## config.mk

```make
export PLATFORM = sky130hd
export DESIGN_NAME = if_id_queue_flat
export DESIGN_NICKNAME = d
export VERILOG_FILES = /design/src/rtl/if_id_queue_pkg.sv /design/src/rtl/if_id_queue_if.sv /design/src/rtl/if_id_queue_inst_byte_swap.sv /design/src/rtl/if_id_queue.sv /design/src/flat_wrapper.sv
export SDC_FILE = /design/constraint.sdc
export NUM_CORES = 1
export LEC_CHECK = 0
export ABC_AREA = 1
export CAP_MARGIN = 10
export CORE_ASPECT_RATIO = 0.8
export CORE_MARGIN = 3
export CORE_UTILIZATION = 49
export CTS_CLUSTER_DIAMETER = 150
export DETAILED_ROUTE_END_ITERATION = 6
export MAX_ROUTING_LAYER = met4
export PLACE_DENSITY = 0.76
export SYNTH_ARGS = -nofsm -noshare
export SYNTH_HDL_FRONTEND = slang
export SYNTH_SLANG_ARGS = --single-unit
```

## constraint.sdc

```tcl
create_clock -name clk -period 4.5 [get_ports clk]
set_input_delay 0.9 -clock clk [delete_from_list [all_inputs] [get_ports clk]]
set_output_delay 0.9 -clock clk [all_outputs]
set_load 0.01 [all_outputs]
```

## src/rtl/if_id_queue_pkg.sv

```systemverilog
// rtl/if_id_queue_pkg.sv - shared constants for the fetch/decode instruction buffer
package if_id_queue_pkg;

    localparam logic RST_ENABLE = 1'b1;
    localparam int INST_ADDR_BUS_W = 32;
    localparam int INST_BUS_W = 32;
    localparam logic [INST_BUS_W-1:0] ZERO_WORD = '0;

endpackage

```

## src/rtl/if_id_queue_if.sv

```systemverilog
// rtl/if_id_queue_if.sv - fetch/decode handshake bundle for the instruction buffer
interface if_id_queue_if #(
    parameter int ADDR_W = 32,
    parameter int INST_W = 32,
    parameter int CNT_W = 3
);

    logic              if_valid;
    logic [ADDR_W-1:0] if_pc;
    logic [INST_W-1:0] if_inst;
    logic              if_ready;
    logic              flush_i;
    logic              id_ready;
    logic              id_valid;
    logic [ADDR_W-1:0] id_pc;
    logic [INST_W-1:0] id_inst;
    logic [CNT_W-1:0]  count;

    modport master (
        output if_valid, if_pc, if_inst, flush_i, id_ready,
        input  if_ready, id_valid, id_pc, id_inst, count
    );

    modport slave (
        input  if_valid, if_pc, if_inst, flush_i, id_ready,
        output if_ready, id_valid, id_pc, id_inst, count
    );

endinterface

```

## src/rtl/if_id_queue_inst_byte_swap.sv

```systemverilog
// rtl/if_id_queue_inst_byte_swap.sv - combinational byte reversal of an instruction word
module inst_byte_swap #(
    parameter int INST_W = 32
) (
    input  logic [INST_W-1:0] inst_in,
    output logic [INST_W-1:0] inst_out
);

    localparam int NBYTES = INST_W / 8;

    generate
        for (genvar k = 0; k < NBYTES; k++) begin : g_byte
            assign inst_out[k*8 +: 8] = inst_in[(NBYTES-1-k)*8 +: 8];
        end
    endgenerate

endmodule

```

## src/rtl/if_id_queue.sv

```systemverilog
// rtl/if_id_queue.sv - DEPTH-entry IF/ID instruction buffer with flush and optional byte swap
module if_id_queue
    import if_id_queue_pkg::*;
#(
    parameter int ADDR_W    = INST_ADDR_BUS_W,
    parameter int INST_W    = INST_BUS_W,
    parameter int DEPTH     = 4,
    parameter bit BYTE_SWAP = 1'b1,
    parameter int CNT_W     = $clog2(DEPTH) + 1
) (
    input logic          clk,
    input logic          rst,
    if_id_queue_if.slave bus
);

    localparam int PTR_W = $clog2(DEPTH);

    logic [ADDR_W-1:0] pc_mem   [DEPTH];
    logic [INST_W-1:0] inst_mem [DEPTH];
    logic [PTR_W-1:0]  wr_ptr;
    logic [PTR_W-1:0]  rd_ptr;
    logic [CNT_W-1:0]  cnt;
    logic [INST_W-1:0] wr_inst;
    logic              full;
    logic              empty;
    logic              push;
    logic              pop;

    // Swap happens on the write side so decode always sees ready-to-use words.
    generate
        if (BYTE_SWAP) begin : g_swap
            inst_byte_swap #(.INST_W(INST_W)) u_swap (
                .inst_in  (bus.if_inst),
                .inst_out (wr_inst)
            );
        end else begin : g_pass
            assign wr_inst = bus.if_inst;
        end
    endgenerate

    assign full  = (cnt == CNT_W'(DEPTH));
    assign empty = (cnt == '0);
    assign push  = bus.if_valid & ~full & ~bus.flush_i;
    assign pop   = ~empty & bus.id_ready & ~bus.flush_i;

    always_ff @(posedge clk) begin
        if (rst == RST_ENABLE || bus.flush_i) begin
            wr_ptr <= '0;
            rd_ptr <= '0;
            cnt    <= '0;
        end else begin
            if (push) begin
                wr_ptr <= wr_ptr + PTR_W'(1);
            end
            if (pop) begin
                rd_ptr <= rd_ptr + PTR_W'(1);
            end
            case ({push, pop})
                2'b10:   cnt <= cnt + CNT_W'(1);
                2'b01:   cnt <= cnt - CNT_W'(1);
                default: cnt <= cnt;
            endcase
        end
    end

    // Storage is left untouched by reset/flush; the pointers alone define validity.
    always_ff @(posedge clk) begin
        if (push) begin
            pc_mem[wr_ptr]   <= bus.if_pc;
            inst_mem[wr_ptr] <= wr_inst;
        end
    end

    assign bus.if_ready = ~full;
    assign bus.id_valid = ~empty;
    assign bus.count    = cnt;
    assign bus.id_pc    = empty ? ADDR_W'(ZERO_WORD) : pc_mem[rd_ptr];
    assign bus.id_inst  = empty ? INST_W'(ZERO_WORD) : inst_mem[rd_ptr];

endmodule

```

## src/flat_wrapper.sv

```systemverilog
// flat-port wrapper written by rule: the top's interface ports become plain ports
module if_id_queue_flat import if_id_queue_pkg::*;
#(
    parameter int ADDR_W    = INST_ADDR_BUS_W,
    parameter int INST_W    = INST_BUS_W,
    parameter int DEPTH     = 4,
    parameter bit BYTE_SWAP = 1'b1,
    parameter int CNT_W     = $clog2(DEPTH) + 1
)
  (clk, rst, bus_if_valid, bus_if_pc, bus_if_inst, bus_flush_i, bus_id_ready, bus_if_ready, bus_id_valid, bus_id_pc, bus_id_inst, bus_count);
  if_id_queue_if #(.ADDR_W(ADDR_W), .INST_W(INST_W), .CNT_W(CNT_W)) bus_i ();
  input logic clk;
  input logic rst;
  input wire logic [$bits(bus_i.if_valid)-1:0] bus_if_valid;
  input wire logic [$bits(bus_i.if_pc)-1:0] bus_if_pc;
  input wire logic [$bits(bus_i.if_inst)-1:0] bus_if_inst;
  input wire logic [$bits(bus_i.flush_i)-1:0] bus_flush_i;
  input wire logic [$bits(bus_i.id_ready)-1:0] bus_id_ready;
  output wire logic [$bits(bus_i.if_ready)-1:0] bus_if_ready;
  output wire logic [$bits(bus_i.id_valid)-1:0] bus_id_valid;
  output wire logic [$bits(bus_i.id_pc)-1:0] bus_id_pc;
  output wire logic [$bits(bus_i.id_inst)-1:0] bus_id_inst;
  output wire logic [$bits(bus_i.count)-1:0] bus_count;
  assign bus_i.if_valid = bus_if_valid;
  assign bus_i.if_pc = bus_if_pc;
  assign bus_i.if_inst = bus_if_inst;
  assign bus_i.flush_i = bus_flush_i;
  assign bus_i.id_ready = bus_id_ready;
  assign bus_if_ready = bus_i.if_ready;
  assign bus_id_valid = bus_i.id_valid;
  assign bus_id_pc = bus_i.id_pc;
  assign bus_id_inst = bus_i.id_inst;
  assign bus_count = bus_i.count;
  if_id_queue #(.ADDR_W(ADDR_W), .INST_W(INST_W), .DEPTH(DEPTH), .BYTE_SWAP(BYTE_SWAP), .CNT_W(CNT_W)) u_core (.clk(clk), .rst(rst), .bus(bus_i));
endmodule
```

==> results.txt <==
----------------------------------------------------
[Min path]
  Startpoint of the worst hold path ... u_core.rd_ptr[1]$_SDFFE_PP0P_
  Class of the worst hold path ... reg2reg
  Number of cells on the worst hold path ... 2

[Clocking]
  Buffer cell driving the clock tree root ... sky130_fd_sc_hd__clkbuf_16
  Num Clock Sinks ... 265
  Level count of the clock H-tree ... 1
  Post-CTS setup buffer count ... 0
  Total of hold buffers inserted after clock tree synthesis ... 0
  Bufs on Longest Clock Path ... 3
  Clk slew on worst S/H paths ... approximately 0.060 ns
  Clock tree from TritonCTS ... built
  Number of buffers inserted during clock tree synthesis ... 25
  Source-to-sink clock delay at the later pin of the worst-skew pair ... 0.51 ns
  Resized Gates After CTS ... 0

[Floorplan]
  Number of rows in the core area ... 47
  Initial Utilization ... 50.2%
  Die Area ... 0.0231 mm2
  Ports ... 138
  Floorplan die height ... 136 um
  Placeable core region ... about 0.021 mm2
  Width of the chip ... 169 um

[Critical path]
  Setup crit start kind ... register
  CP max FO ... 76
  Required @ worst endpoint ... roughly 3.6 ns
  Crit path max-delay cell type ... sky130_fd_sc_hd__clkinv_2
  Worst EP arrival ... approximately 2.9 ns
  Type of element capturing the critical path ... output pin
  Register-to-register setup slack ... ~2.3 ns
  Capture instance of the worst register-to-register path ... u_core.bus.count[2]$_SDFFE_PP0P_
  Cells traversed along the worst timing path ... clkinv_2, buf_12, o21ai_0, a21oi_1, clkdlybuf4s50_1
  Crit Path Category ... reg2out
  Reg-to-Reg Start ... u_core.bus.count[0]$_SDFFE_PP0P_
  Highest cell delay on the worst timing path ... between 0.5 and 0.6 ns
  Cell count of the worst reg-to-reg path ... 12

[GRT]
  Overflow left after global routing ... 0
  Via count of the first global-routing pass ... 6688
  First-pass GRT wire length ... 35.3 mm
  Largest net degree at the start of global routing ... 77
  Initial antenna violation count ... 1
  Total Routing Usage GR ... 20.0%

[STA]
  Final clock period utilization by the worst path ... 84.1%
  Finish-stage setup viols ... 0
  Final Max Tran Viols ... 0
  Final hold vios ... 0
  Setup repair after global routing missed its margin ... no
  Summed negative setup slack over all endpoints ... 0 ns
  Transition time at the pin with the least slew margin ... 1.02 ns
  Worst slew margin ... 31.9%
  Post-layout minimum cycle time ... between 3 and 4 ns
  Final setup margin ... 0.714 ns
  Timing-limited maximum frequency ... 0.264 GHz
  Setup clock skew after layout ... 0.00921 ns

[Layout]
  Share of the core filled with cells ... between 60% and 70%
  Fraction of final layout cells with drive strength greater than 1 ... 5.75%
  Fillers ... approximately 1600
  Post-route insts no fill ... 1245
  Post-layout net count ... 1033
  Area overhead of the layout relative to synthesis ... 22.9%

[Outcome]
  Run status ... complete, no violations

[Yosys]
  #FFs+latches synth ... roughly 270
  Net count of the mapped netlist ... 902
  Sequential share of the synthesized area ... between 70% and 80%
  Number of standard cells after synthesis ... 827
  Proportion of netlist area held by the largest area contributor ... about three quarters
  Yosys warns ... 0
  Top cells by area, synth ... sky130_fd_sc_hd__edfxtp_1, sky130_fd_sc_hd__nor2_1, sky130_fd_sc_hd__o21ai_0
  Yosys top cell by area ... sky130_fd_sc_hd__edfxtp_1
  Distinct cells, synth ... 17
  Cell Area, Synth ... 0.0104 mm2
  Syn avg cell area ... 12.6 um2

[Route]
  Number of remaining DRC errors ... 0
  WL final ... about 22 mm
  DR pass1 iterations ... 4
  Post-detailed-route via-to-cell ratio ... 5.34
  Count of vias placed by the detailed router ... roughly 6600
  Avg WL per Cell ... 18.0 um
  Violation count after the first detailed-route iteration ... roughly 580
  Number of routed nets with antenna violations ... 0

[Power]
  Total leakage power ... between 4 and 5 nW
  Total power draw ... 5.12 mW
  IR Drop Worst-Case VDD ... about 300 uV
  Power density cells ... 400 mW/mm2

[Placed design]
  GP Congestion ... 0.734
  Placed Instances ... 1200
  HPWL reported at the end of detailed placement ... 12.6 mm
  Minimum setup slack after placement ... 1.23 ns
  IO buf count ... ~140

[Run]
  # Max-Cap Violations ... 0

----------------------------------------------------
registers in the layout, indices dropped and copies added, names as in the netlist, named ones only:
signal / cells
u_core.bus.count: 3
u_core.inst_mem: 128
u_core.pc_mem: 128
u_core.rd_ptr: 2
u_core.wr_ptr: 2
power by group:
group          internal (mW)  leakage, nW  switching [mW]  total [mW]
sequential              2.74         2.40         0.00943        2.75
clock                   1.25        0.389           0.841        2.09
combinational          0.131         1.52           0.149       0.280
total                   4.12         4.30           0.999        5.12
cell usage in the layout (no fill, tap or decap), types with 5 or more instances in the layout:
cell / Yosys / final
sky130_fd_sc_hd__nor2_1: 269 / 265
sky130_fd_sc_hd__edfxtp_1: 256 / 256
sky130_fd_sc_hd__buf_4: 4 / 12
sky130_fd_sc_hd__nand2_1: 15 / 15
sky130_fd_sc_hd__clkbuf_1: 11 / 7
sky130_fd_sc_hd__nand3_1: 5 / 5
sky130_fd_sc_hd__inv_1: 18 / 18
sky130_fd_sc_hd__o21ai_0: 120 / 120
sky130_fd_sc_hd__a21oi_1: 69 / 69
sky130_fd_sc_hd__clkdlybuf4s50_1: 0 / 137
sky130_fd_sc_hd__dfxtp_1: 9 / 7
sky130_fd_sc_hd__o21ai_1: 10 / 10
sky130_fd_sc_hd__ha_1: 5 / 5
sky130_fd_sc_hd__clkbuf_16: 0 / 25
critical path, delay by kind of cell (launching register included):
kind                   cells  cell delay [ns]
buffers and inverters      3             1.50
flip-flops                 1             0.45
AO/OA/AOI/OAI              2             0.37
worst max path at each step:
stage                 start                               to  slack (ns)  cells after the start
2_1_floorplan  bus_if_valid  u_core.inst_mem[0][0]$_DFFE_PP_        0.09                      4
3_3_place_gp       register                  bus_id_inst[22]        1.31                      6
3_5_place_dp       register                   bus_id_inst[0]        1.23                      5
4_1_cts            register                   bus_id_inst[0]        0.68                      5
5_1_grt            register                   bus_id_inst[8]        0.51                      5
6_report           register                   bus_id_inst[0]        0.71                      5
logic make-up (layout without fill, tap and decap cells):
family                   count (synthesis)  after routing  share of synthesized area [%]
buffers and inverters                   68            215                           3.63
AND/OR/NAND/NOR                        289            289                           10.5
AO/OA/AOI/OAI                          199            199                           9.56
flip-flops                             265            265                           75.5
other                                    0              2                              0
adder cells (fa/ha/maj)                  6              6                          0.793
layer usage:
layer,part of all wire (%),wire length (um),global-route usage (%)
met1,44,9910,27.0
met2,48,10600,32.3
met3,6.9,1540,4.10
met4,1.3,302,3.52
met5,0,0,-
final cells by class:
| type | instances | area (um2) | area share (%) |
|---|---|---|---|
| clock inverters | 11 | 154 | 1.20 |
| multi-input cells | 494 | 2200 | 17.2 |
| flip-flops and latches | 265 | 7870 | 61.5 |
| inverters | 21 | 80.1 | 0.626 |
| clock buffers | 32 | 652 | 5.09 |
| repair buffers | 151 | 1500 | 11.7 |
| well taps | 269 | 337 | 2.63 |
| diodes | 2 | 5.00 | 0.0391 |
per-stage QoR:
stage               instance area, um2  hold slack (ns)
global placement                 12000            0.478
CTS                              12800            0.497
detailed placement               12000            0.487
floorplan                        10400            0.462
finish                           12800            0.499
global route                     12800            0.535
Yosys cell counts (all sizes together):
master / instances
ha: 5
inv: 21
nand3: 5
edfxtp: 256
clkbuf: 11
fa: 1
nor2: 269
dfxtp: 9
buf: 36
a21oi: 69
o21ai: 130
nand2: 15
Note: power is estimated with default switching activity, not from simulation.
